## src/rtl/scic_pkg.sv

```systemverilog
// scic_pkg: shared opcode, ALU-select and state encodings for the SCIC control unit
package scic_pkg;

    localparam int SCIC_OPCODE_WIDTH = 4;
    localparam int SCIC_ALU_OP_WIDTH = 3;
    localparam int SCIC_STATE_WIDTH  = 4;

    localparam logic [3:0] OP_NOP   = 4'h0;
    localparam logic [3:0] OP_LOAD  = 4'h1;
    localparam logic [3:0] OP_STORE = 4'h2;
    localparam logic [3:0] OP_ADD   = 4'h3;
    localparam logic [3:0] OP_SUB   = 4'h4;
    localparam logic [3:0] OP_AND   = 4'h5;
    localparam logic [3:0] OP_JMP   = 4'h6;
    localparam logic [3:0] OP_JZ    = 4'h7;
    localparam logic [3:0] OP_JN    = 4'h8;
    localparam logic [3:0] OP_IN    = 4'h9;
    localparam logic [3:0] OP_OUT   = 4'hA;
    localparam logic [3:0] OP_HALT  = 4'hF;

    localparam logic [2:0] ALU_PASS_MEM = 3'd0;
    localparam logic [2:0] ALU_ADD      = 3'd1;
    localparam logic [2:0] ALU_SUB      = 3'd2;
    localparam logic [2:0] ALU_AND      = 3'd3;
    localparam logic [2:0] ALU_PASS_IO  = 3'd4;

    typedef enum logic [SCIC_STATE_WIDTH-1:0] {
        S_WAIT    = 4'd0,
        S_FETCH   = 4'd1,
        S_LOAD_IR = 4'd2,
        S_DECODE  = 4'd3,
        S_MEM_RD  = 4'd4,
        S_EXEC    = 4'd5,
        S_MEM_WR  = 4'd6,
        S_BRANCH  = 4'd7,
        S_IO_OUT  = 4'd8,
        S_HALT    = 4'd9
    } state_t;

    function automatic logic is_illegal(input logic [3:0] op);
        return op inside {[4'hB:4'hE]};
    endfunction

endpackage

```

## src/rtl/scic_sync_edge.sv

```systemverilog
// scic_sync_edge: STAGES-deep synchronizer, optionally followed by a registered rising-edge pulse
//   clock, reset : system clock, async active-high reset
//   d_i          : asynchronous input
//   q_o          : synchronized level (EDGE=0) or one-cycle rising-edge pulse (EDGE=1)
module scic_sync_edge #(
    parameter int STAGES = 2,
    parameter bit EDGE   = 1'b0
) (
    input  logic clock,
    input  logic reset,
    input  logic d_i,
    output logic q_o
);

    logic [STAGES-1:0] sync_q;

    always_ff @(posedge clock or posedge reset) begin
        if (reset) sync_q <= '0;
        else       sync_q <= {sync_q[STAGES-2:0], d_i};
    end

    if (EDGE) begin : g_edge
        logic prev_q, pulse_q;
        always_ff @(posedge clock or posedge reset) begin
            if (reset) begin
                prev_q  <= 1'b0;
                pulse_q <= 1'b0;
            end else begin
                prev_q  <= sync_q[STAGES-1];
                pulse_q <= sync_q[STAGES-1] & ~prev_q;
            end
        end
        assign q_o = pulse_q;
    end else begin : g_level
        assign q_o = sync_q[STAGES-1];
    end

endmodule

```

## src/rtl/scic_control_unit.sv

```systemverilog
// scic_control_unit: SCIC instruction sequencer with run/single-step gating at instruction boundaries
//   inputs : clock, reset (async, active-high), run (level), step (edge), opcode, ac_zero, ac_neg
//   outputs: datapath strobes (addr_sel, mem_read, mem_write, ir_load, pc_inc, pc_load,
//            ac_load, alu_op, io_read, io_write), halted, illegal_op, state_dbg
module scic_control_unit
    import scic_pkg::*;
#(
    parameter int SYNC_STAGES  = 2,
    parameter int OPCODE_WIDTH = SCIC_OPCODE_WIDTH,
    parameter int ALU_OP_WIDTH = SCIC_ALU_OP_WIDTH
) (
    input  logic                    clock,
    input  logic                    reset,
    input  logic                    run,
    input  logic                    step,
    input  logic [OPCODE_WIDTH-1:0] opcode,
    input  logic                    ac_zero,
    input  logic                    ac_neg,
    output logic                    addr_sel,
    output logic                    mem_read,
    output logic                    mem_write,
    output logic                    ir_load,
    output logic                    pc_inc,
    output logic                    pc_load,
    output logic                    ac_load,
    output logic [ALU_OP_WIDTH-1:0] alu_op,
    output logic                    io_read,
    output logic                    io_write,
    output logic                    halted,
    output logic                    illegal_op,
    output logic [3:0]              state_dbg
);

    state_t state_q, state_d;
    logic   step_pending_q, step_pending_d;
    logic   take_q, take_d;
    logic   illegal_q, illegal_d;
    logic   run_sync, step_pulse;

    scic_sync_edge #(.STAGES(SYNC_STAGES), .EDGE(1'b0)) u_run_sync (
        .clock(clock), .reset(reset), .d_i(run), .q_o(run_sync)
    );

    scic_sync_edge #(.STAGES(SYNC_STAGES), .EDGE(1'b1)) u_step_sync (
        .clock(clock), .reset(reset), .d_i(step), .q_o(step_pulse)
    );

    always_ff @(posedge clock or posedge reset) begin
        if (reset) begin
            state_q        <= S_WAIT;
            step_pending_q <= 1'b0;
            take_q         <= 1'b0;
            illegal_q      <= 1'b0;
        end else begin
            state_q        <= state_d;
            step_pending_q <= step_pending_d;
            take_q         <= take_d;
            illegal_q      <= illegal_d;
        end
    end

    always_comb begin
        state_d        = state_q;
        step_pending_d = step_pending_q | step_pulse;
        take_d         = take_q;
        illegal_d      = 1'b0;
        addr_sel       = 1'b0;
        mem_read       = 1'b0;
        mem_write      = 1'b0;
        ir_load        = 1'b0;
        pc_inc         = 1'b0;
        pc_load        = 1'b0;
        ac_load        = 1'b0;
        alu_op         = ALU_PASS_MEM;
        io_read        = 1'b0;
        io_write       = 1'b0;
        halted         = 1'b0;
        case (state_q)
            S_WAIT: begin
                // a step edge coinciding with departure is absorbed by this departure
                if (run_sync | step_pending_q) begin
                    state_d        = S_FETCH;
                    step_pending_d = 1'b0;
                end
            end
            S_FETCH: begin
                mem_read = 1'b1;
                state_d  = S_LOAD_IR;
            end
            S_LOAD_IR: begin
                ir_load = 1'b1;
                pc_inc  = 1'b1;
                state_d = S_DECODE;
            end
            S_DECODE: begin
                // flags are captured here so later AC changes cannot alter the branch
                take_d    = (opcode == OP_JMP) | ((opcode == OP_JZ) & ac_zero) | ((opcode == OP_JN) & ac_neg);
                illegal_d = is_illegal(opcode);
                case (opcode)
                    OP_LOAD, OP_ADD, OP_SUB, OP_AND: state_d = S_MEM_RD;
                    OP_STORE:                        state_d = S_MEM_WR;
                    OP_JMP, OP_JZ, OP_JN:            state_d = S_BRANCH;
                    OP_IN:                           state_d = S_EXEC;
                    OP_OUT:                          state_d = S_IO_OUT;
                    OP_HALT:                         state_d = S_HALT;
                    default:                         state_d = S_WAIT;
                endcase
            end
            S_MEM_RD: begin
                addr_sel = 1'b1;
                mem_read = 1'b1;
                state_d  = S_EXEC;
            end
            S_EXEC: begin
                ac_load = 1'b1;
                io_read = (opcode == OP_IN);
                alu_op  = (opcode == OP_ADD) ? ALU_ADD :
                          (opcode == OP_SUB) ? ALU_SUB :
                          (opcode == OP_AND) ? ALU_AND :
                          (opcode == OP_IN)  ? ALU_PASS_IO : ALU_PASS_MEM;
                state_d = S_WAIT;
            end
            S_MEM_WR: begin
                addr_sel  = 1'b1;
                mem_write = 1'b1;
                state_d   = S_WAIT;
            end
            S_BRANCH: begin
                pc_load = take_q;
                state_d = S_WAIT;
            end
            S_IO_OUT: begin
                io_write = 1'b1;
                state_d  = S_WAIT;
            end
            S_HALT:  halted = 1'b1;
            default: state_d = S_WAIT;
        endcase
    end

    assign illegal_op = illegal_q;
    assign state_dbg  = state_q;

endmodule

```

## config.mk

```make
export PLATFORM = sky130hd
export DESIGN_NAME = scic_control_unit
export DESIGN_NICKNAME = d
export VERILOG_FILES = /design/src/rtl/scic_pkg.sv /design/src/rtl/scic_sync_edge.sv /design/src/rtl/scic_control_unit.sv
export SDC_FILE = /design/constraint.sdc
export NUM_CORES = 1
export LEC_CHECK = 0
export CORE_AREA = 2 2 47 49
export CTS_BUF_LIST = sky130_fd_sc_hd__clkbuf_8
export CTS_CLUSTER_SIZE = 30
export DETAILED_ROUTE_END_ITERATION = 10
export DIE_AREA = 0 0 49 51
export HOLD_SLACK_MARGIN = 0.12
export PLACE_DENSITY = 0.76
export SLEW_MARGIN = 30
export SYNTH_ARGS = -nofsm -noshare
export SYNTH_HDL_FRONTEND = slang
export SYNTH_HIERARCHICAL = 1
export SYNTH_SLANG_ARGS = --single-unit
```

## constraint.sdc

```tcl
create_clock -name clock -period 1.35 [get_ports clock]
set_input_delay 0.2025 -clock clock [delete_from_list [all_inputs] [get_ports clock]]
set_output_delay 0.2025 -clock clock [all_outputs]
set_load 0.03 [all_outputs]
```

==> flow_summary.ini, run 1 <==
[yosys]
yosys.cell_types.count = 38
synthCells = 81
avgSynthCellArea_um2 = 9.608
synth-seq-cells = 13
ys_warn_count = 6
synth-seq-area-share = 0.4180
synth.net_count = 91
netlist_area_um2 = 778.2
synth-edff-count = 0
ys.flop_type = dfrtp_1
async_flop_share = 1.000

[setup_path]
reg2regPathDepth = 5
crit_path_end_kind = output port
path_cells = nand2b_4 -> or3b_4 -> clkinvlp_4 -> and3_4 -> buf_6
critPathArrivalTime_ns = 1.63
cp_data_required_time_ns = 1.15
critical_path_class = reg2out
crit_fanout = 3
critPathSlowestCell = or3b_4
max_stage_delay_ns = 0.43
cp-start-kind = flop

[global_route]
antenna_found_initial = 0
grtUsageMet1 = 0.2542
grt.total_usage = 0.2101
grt_pass1_vias = 841
grt_use_met2 = 0.3721
grt_max_degree = 17
met3_usage = 0.03801
globalRouteOverflowTotal = 0
grt_pass1_wl_mm = 3.967
top_usage_layer = met2

[floorplanning]
fp.coreArea_mm2 = 0.002063
die_h_um = 51
ios = 28
die-area_mm2 = 0.002499
initial_utilization = 0.3772
row_count = 17
die_width_um = 49

[timing]
max_slew_margin = 0.7989
clock.fmax_ghz = 0.5446
setup_viol = 15
hold_viol = 0
finalCritPeriodShare = 1.360
rsz0062_at_grt = true
period_minus_slack_ns = 1.836
tightest_slew_ns = 0.3013
slew_viol_final = 0
skew_ns = 0.003882
setup_ws_ns = -0.4861

[power_and_ir_drop]
power_density_mw_per_mm2 = 1963
p_total_mw = 2.861
power.leakage_nw = 0.6781
ir_drop_mv = 1.339

[cts]
cts_buffers = 3
clkTransAtPathRegs_ns = 0.06
clock_path_buffers = 2
postCtsHoldBufs = 0
clkLatencyLatePin_ns = 0.25
cts_tree = done
htreeDepth = 1
cts_root_buf = clkbuf_8
cts.sinks = 13

[route]
vias = 815
totalWireLength_mm = 2.328
drt_iter0_markers = 17
antenna_left = 0
wire_per_inst_um = 14.46
first_pass_iters = 4
vias_per_cell = 5.062
drc_errors = 0

[final_layout]
final_layout_size_suffix_gt1_frac = 0.5639
stdcell_area_mm2 = 0.001458
antennaDiodeCount = 0
synthToLayoutAreaGrowth_pct = 87.30
layout_common_cells = buf_4, buf_6, dfrtp_1
nets = 144
final_common_cell = buf_4

[placement]
io_buffers = 27
placed_area_mm2 = 0.001190
place.gp.congestion = 0.7552
hpwl_mm = 1.548

[status]
status = complete, but fails checks
violations = setup timing

[flow_run]
maxCapViolCount = 0

[min_path]
hold_path.class = in2async
## cells by family after synthesis
| family | synth area share |
|---|---|
| muxes | 0.01447 |
| and+or+nand+nor | 0.2894 |
| AOI/OAI and AO/OA | 0.1431 |
| xor gates and xnor gates | 0.03377 |
| buffers and inverters | 0.1013 |
| DFF | 0.4180 |
## where the power goes
| group | internal (mW) | leakage, nW | switching, mW |
|---|---|---|---|
| registers | 0.490 | 0.157 | 0.0921 |
| clock network | 0.201 | 0.0269 | 0.140 |
| logic | 0.966 | 0.495 | 0.971 |
## final cells by class
| type | count | area [µm²] |
|---|---|---|
| Clock buffer | 3 | 41.29 |
| Clock inverter | 1 | 3.754 |
| Fill cell | 156 | 605.6 |
| Inverter | 8 | 33.78 |
| Multi-Input combinational cell | 52 | 476.7 |
| Sequential cell | 13 | 329.1 |
| Tap cell | 28 | 35.03 |
| Timing Repair Buffer | 56 | 538.0 |
## worst paths after layout
| check | startpoint | endpoint | slack, ns |
|---|---|---|---|
| max | state_dbg[3] | io_read | -0.49 |
| min | reset | u_run_sync/sync_q[0] | 0.16 |
| max reg2reg | state_dbg[1] | state_dbg[0] | -0.07 |
| min reg2reg | u_step_sync/sync_q[0] | u_step_sync/sync_q[1] | 0.35 |
| max in group asynchronous | reset | state_dbg[0] | 0.85 |
| min in group clock | u_step_sync/sync_q[0] | u_step_sync/sync_q[1] | 0.35 |
## metrics by stage
step	util	hold slack, ns	setup slack [ns]	cells	TNS [ns]
floorplan	-	-0.05632	-0.5187	81	-3.310
CTS	0.6592	0.1609	-0.4901	157	-3.340
global route	0.7065	0.1951	-0.5307	161	-4.362
detailed placement	0.5767	0.3496	-0.3360	147	-2.283
finish	0.7065	0.1601	-0.4861	161	-3.458
global placement	0.5767	0.3353	-0.2649	147	-1.884
## repair_timing
| action | 4_1_cts | 5_1_grt |
|---|---|---|
| cloned | 2 | 0 |
| endpoints found under the setup margin | 17 | 18 |
| setup buffers | 4 | 4 |
| pin swaps | 8 | 7 |
| resized for setup | 21 | 19 |
## synth_stat cells (2+ instances only)
| cell | count | area share |
|---|---|---|
| o31ai_1 | 2 | 0.019 |
| clkbuf_1 | 2 | 0.0096 |
| and4bb_2 | 2 | 0.032 |
| xor2_1 | 2 | 0.023 |
| dfrtp_1 | 13 | 0.42 |
| a21oi_1 | 2 | 0.013 |
| nor2b_1 | 3 | 0.024 |
| buf_4 | 2 | 0.019 |
| nor3_1 | 5 | 0.032 |
| inv_1 | 8 | 0.039 |
| o21ai_0 | 4 | 0.026 |
| and3_1 | 2 | 0.016 |
| and3_2 | 2 | 0.019 |
| nor2_1 | 4 | 0.019 |
| nand2_1 | 3 | 0.014 |
| buf_2 | 3 | 0.019 |
## registers in the layout, summed over array words and instances (netlist names)
| signal | flops |
|---|---|
| illegal_op | 1 |
| u_run_sync/sync_q | 2 |
| state_dbg | 4 |
| step_pending_q | 1 |
| u_step_sync/sync_q | 2 |
| u_step_sync/g_edge.prev_q | 1 |
| take_q | 1 |
| u_step_sync/q_o | 1 |
## routing by layer
| layer | vias to the layer above | wire (µm) |
|---|---|---|
| li1 | 390 | - |
| met1 | 396 | 943 |
| met2 | 23 | 1258 |
| met3 | 6 | 71 |
| met4 | 0 | 54 |
| met5 | - | 0 |
## critical path, delay by kind of cell (launching register included)
family,cells,cell delay (ns)
buffers and inverters,2,0.23
and+or+nand+nor,3,0.75
DFF,1,0.40
No activity file was read; power rests on OpenSTA's default activity.
==> run 2: changes to the inputs <==
--- a/config.mk
+++ b/config.mk
@@ -5,13 +5,13 @@
 export SDC_FILE = /design/constraint.sdc
 export NUM_CORES = 1
 export LEC_CHECK = 0
-export CORE_AREA = 2 2 47 49
+export CORE_AREA = 2 2 45 47
 export CTS_BUF_LIST = sky130_fd_sc_hd__clkbuf_8
 export CTS_CLUSTER_SIZE = 30
 export DETAILED_ROUTE_END_ITERATION = 10
-export DIE_AREA = 0 0 49 51
+export DIE_AREA = 0 0 47 49
 export HOLD_SLACK_MARGIN = 0.12
-export PLACE_DENSITY = 0.76
+export PLACE_DENSITY = 0.79
 export SLEW_MARGIN = 30
 export SYNTH_ARGS = -nofsm -noshare
 export SYNTH_HDL_FRONTEND = slang
==> constraint.sdc (replaced) <==
create_clock -name clock -period 1.8 [get_ports clock]
set_input_delay 0.27 -clock clock [delete_from_list [all_inputs] [get_ports clock]]
set_output_delay 0.27 -clock clock [all_outputs]
set_load 0.03 [all_outputs]
==> flow_summary.ini, run 2 (synthesis results as in run 1) <==
[setup_path]
reg2regPathDepth = 4
worstReg2RegStart = state_dbg[0]
crit_fanout = 3
crit_path_end_kind = output port
critPathLaunch = state_dbg[3]
critical_path_class = reg2out
cp-start-kind = flop
critPathArrivalTime_ns = 1.62
ff2ff_setup_slack_ns = 0.28
endpoint = alu_op[1]
r2r-end = state_dbg[0]
cp_data_required_time_ns = 1.53

[global_route]
globalRouteOverflowTotal = 0
grt_pass1_vias = 645
grt_max_degree = 13
grt_pass1_wl_mm = 2.815
antenna_found_initial = 0
grt.total_usage = 0.1618

[floorplanning]
row_count = 16
fp.coreArea_mm2 = 0.001842
initial_utilization = 0.4226
ios = 28
die_h_um = 49
die-area_mm2 = 0.002303
die_width_um = 47

[cts]
clock_path_buffers = 2
htreeDepth = 1
clkTransAtPathRegs_ns = 0.06
clkLatencyLatePin_ns = 0.24
cts.sinks = 13
cts_root_buf = clkbuf_8
cts_buffers = 3
cts_tree = done
postCtsHoldBufs = 0

[placement]
dp.cells = 137
hpwl_mm = 1.265
io_buffers = 27
place.gp.congestion = 0.7656
post-place-ws_ns = 0.04200

[timing]
rsz0062_at_grt = true
finalCritPeriodShare = 1.050
clock.fmax_ghz = 0.5289
max_slew_margin = 0.7773
slew_viol_final = 0
setup_ws_ns = -0.09089
tightest_slew_ns = 0.3333
period_minus_slack_ns = 1.891
skew_ns = 0.001553
hold_viol = 0
setup_viol = 3

[route]
drt_iter0_markers = 15
vias_per_cell = 5.105
first_pass_iters = 4
totalWireLength_mm = 1.691
vias = 730
antenna_left = 0
drc_errors = 0
wire_per_inst_um = 11.83

[power_and_ir_drop]
power.leakage_nw = 0.5436
ir_drop_mv = 0.7964
p_total_mw = 1.640
power_density_mw_per_mm2 = 1374

[final_layout]
layout_common_cells = buf_4, clkdlybuf4s50_1, dfrtp_1
nets = 127
fin_cells = 143
synthToLayoutAreaGrowth_pct = 53.38
nFillCells = 157
final_common_cell = buf_4
final_core_util = 0.6481
largest_reg_flops = 4
antennaDiodeCount = 0
final_layout_size_suffix_gt1_frac = 0.3621

[min_path]
hold_path.class = in2async

[status]
violations = setup timing
status = complete, but fails checks

[flow_run]
maxCapViolCount = 0
run 2: cell count changes in the layout (fill, tap and decap cells not counted), moves of 2 or more:
cell / delta
buf_6: -11
buf_4: -8
clkdlybuf4s50_1: +7
nor2_1: +3
nor2_4: -3
nor3_1: +3
nor3_2: -2
o21ai_0: +2
run 2: cell type report:
type | instances | area [µm²] | share of cell area
clock buffer | 3 | 41.29 | 0.03459
tap | 27 | 33.78 | 0.02830
inverter | 8 | 33.78 | 0.02830
clock inverter | 1 | 5.005 | 0.004193
timing repair buffer | 39 | 347.8 | 0.2914
multi-input combinational | 52 | 404.1 | 0.3386
sequential | 13 | 327.8 | 0.2746
run 2: where the power goes:
group / switching, mW / leakage (nW) / internal (mW)
Combinational: 0.522 / 0.360 / 0.408
Clock: 0.104 / 0.0255 / 0.153
Sequential: 0.0880 / 0.158 / 0.365
Total: 0.715 / 0.544 / 0.925
run 2: how the worst min path moves through the flow:
stage	from	endpoint	slack, ns	depth (start not counted)
after floorplan	reset	u_run_sync/sync_q[0]	0.01	1
after global placement	u_step_sync/sync_q[0]	u_step_sync/sync_q[1]	0.34	0
after detailed placement	u_step_sync/sync_q[0]	u_step_sync/sync_q[1]	0.34	0
after CTS	reset	u_run_sync/sync_q[1]	0.24	2
after global routing	reset	u_run_sync/sync_q[1]	0.25	2
final	reset	u_run_sync/sync_q[1]	0.24	2
run 2: timing repair:
| item | CTS | global route |
|---|---|---|
| pin swaps | 3 | 1 |
| setup endpoints to repair | 6 | 6 |
| setup buffers | 2 | 0 |
| resized for setup | 5 | 2 |
run 2: routing by layer:
metal	GRT usage	wire length (µm)	vias to the layer above	part of all wire
li1	-	-	355	-
met3	0.03333	103	0	0.061
met2	0.2557	808	29	0.48
met5	0	0	-	0
met1	0.2363	779	346	0.46
met4	0.01389	0	0	0
run 2: per-stage QoR:
stage / TNS [ns] / cell area, µm² / hold slack [ns]
floorplan: -0.4791 / 814.5 / 0.01118
finish: -0.2550 / 1194 / 0.2397
global placement: 0 / 1117 / 0.3350
detailed placement: 0 / 1117 / 0.3443
CTS: -0.3048 / 1187 / 0.2412
global route: -0.4042 / 1194 / 0.2494
run 2: worst max-delay path, cell delays in order, from the launching register on:
cell and delay (ns):
dfrtp_2 0.40, nand2b_4 0.14, or3b_4 0.41, nor4b_4 0.22, buf_4 0.20
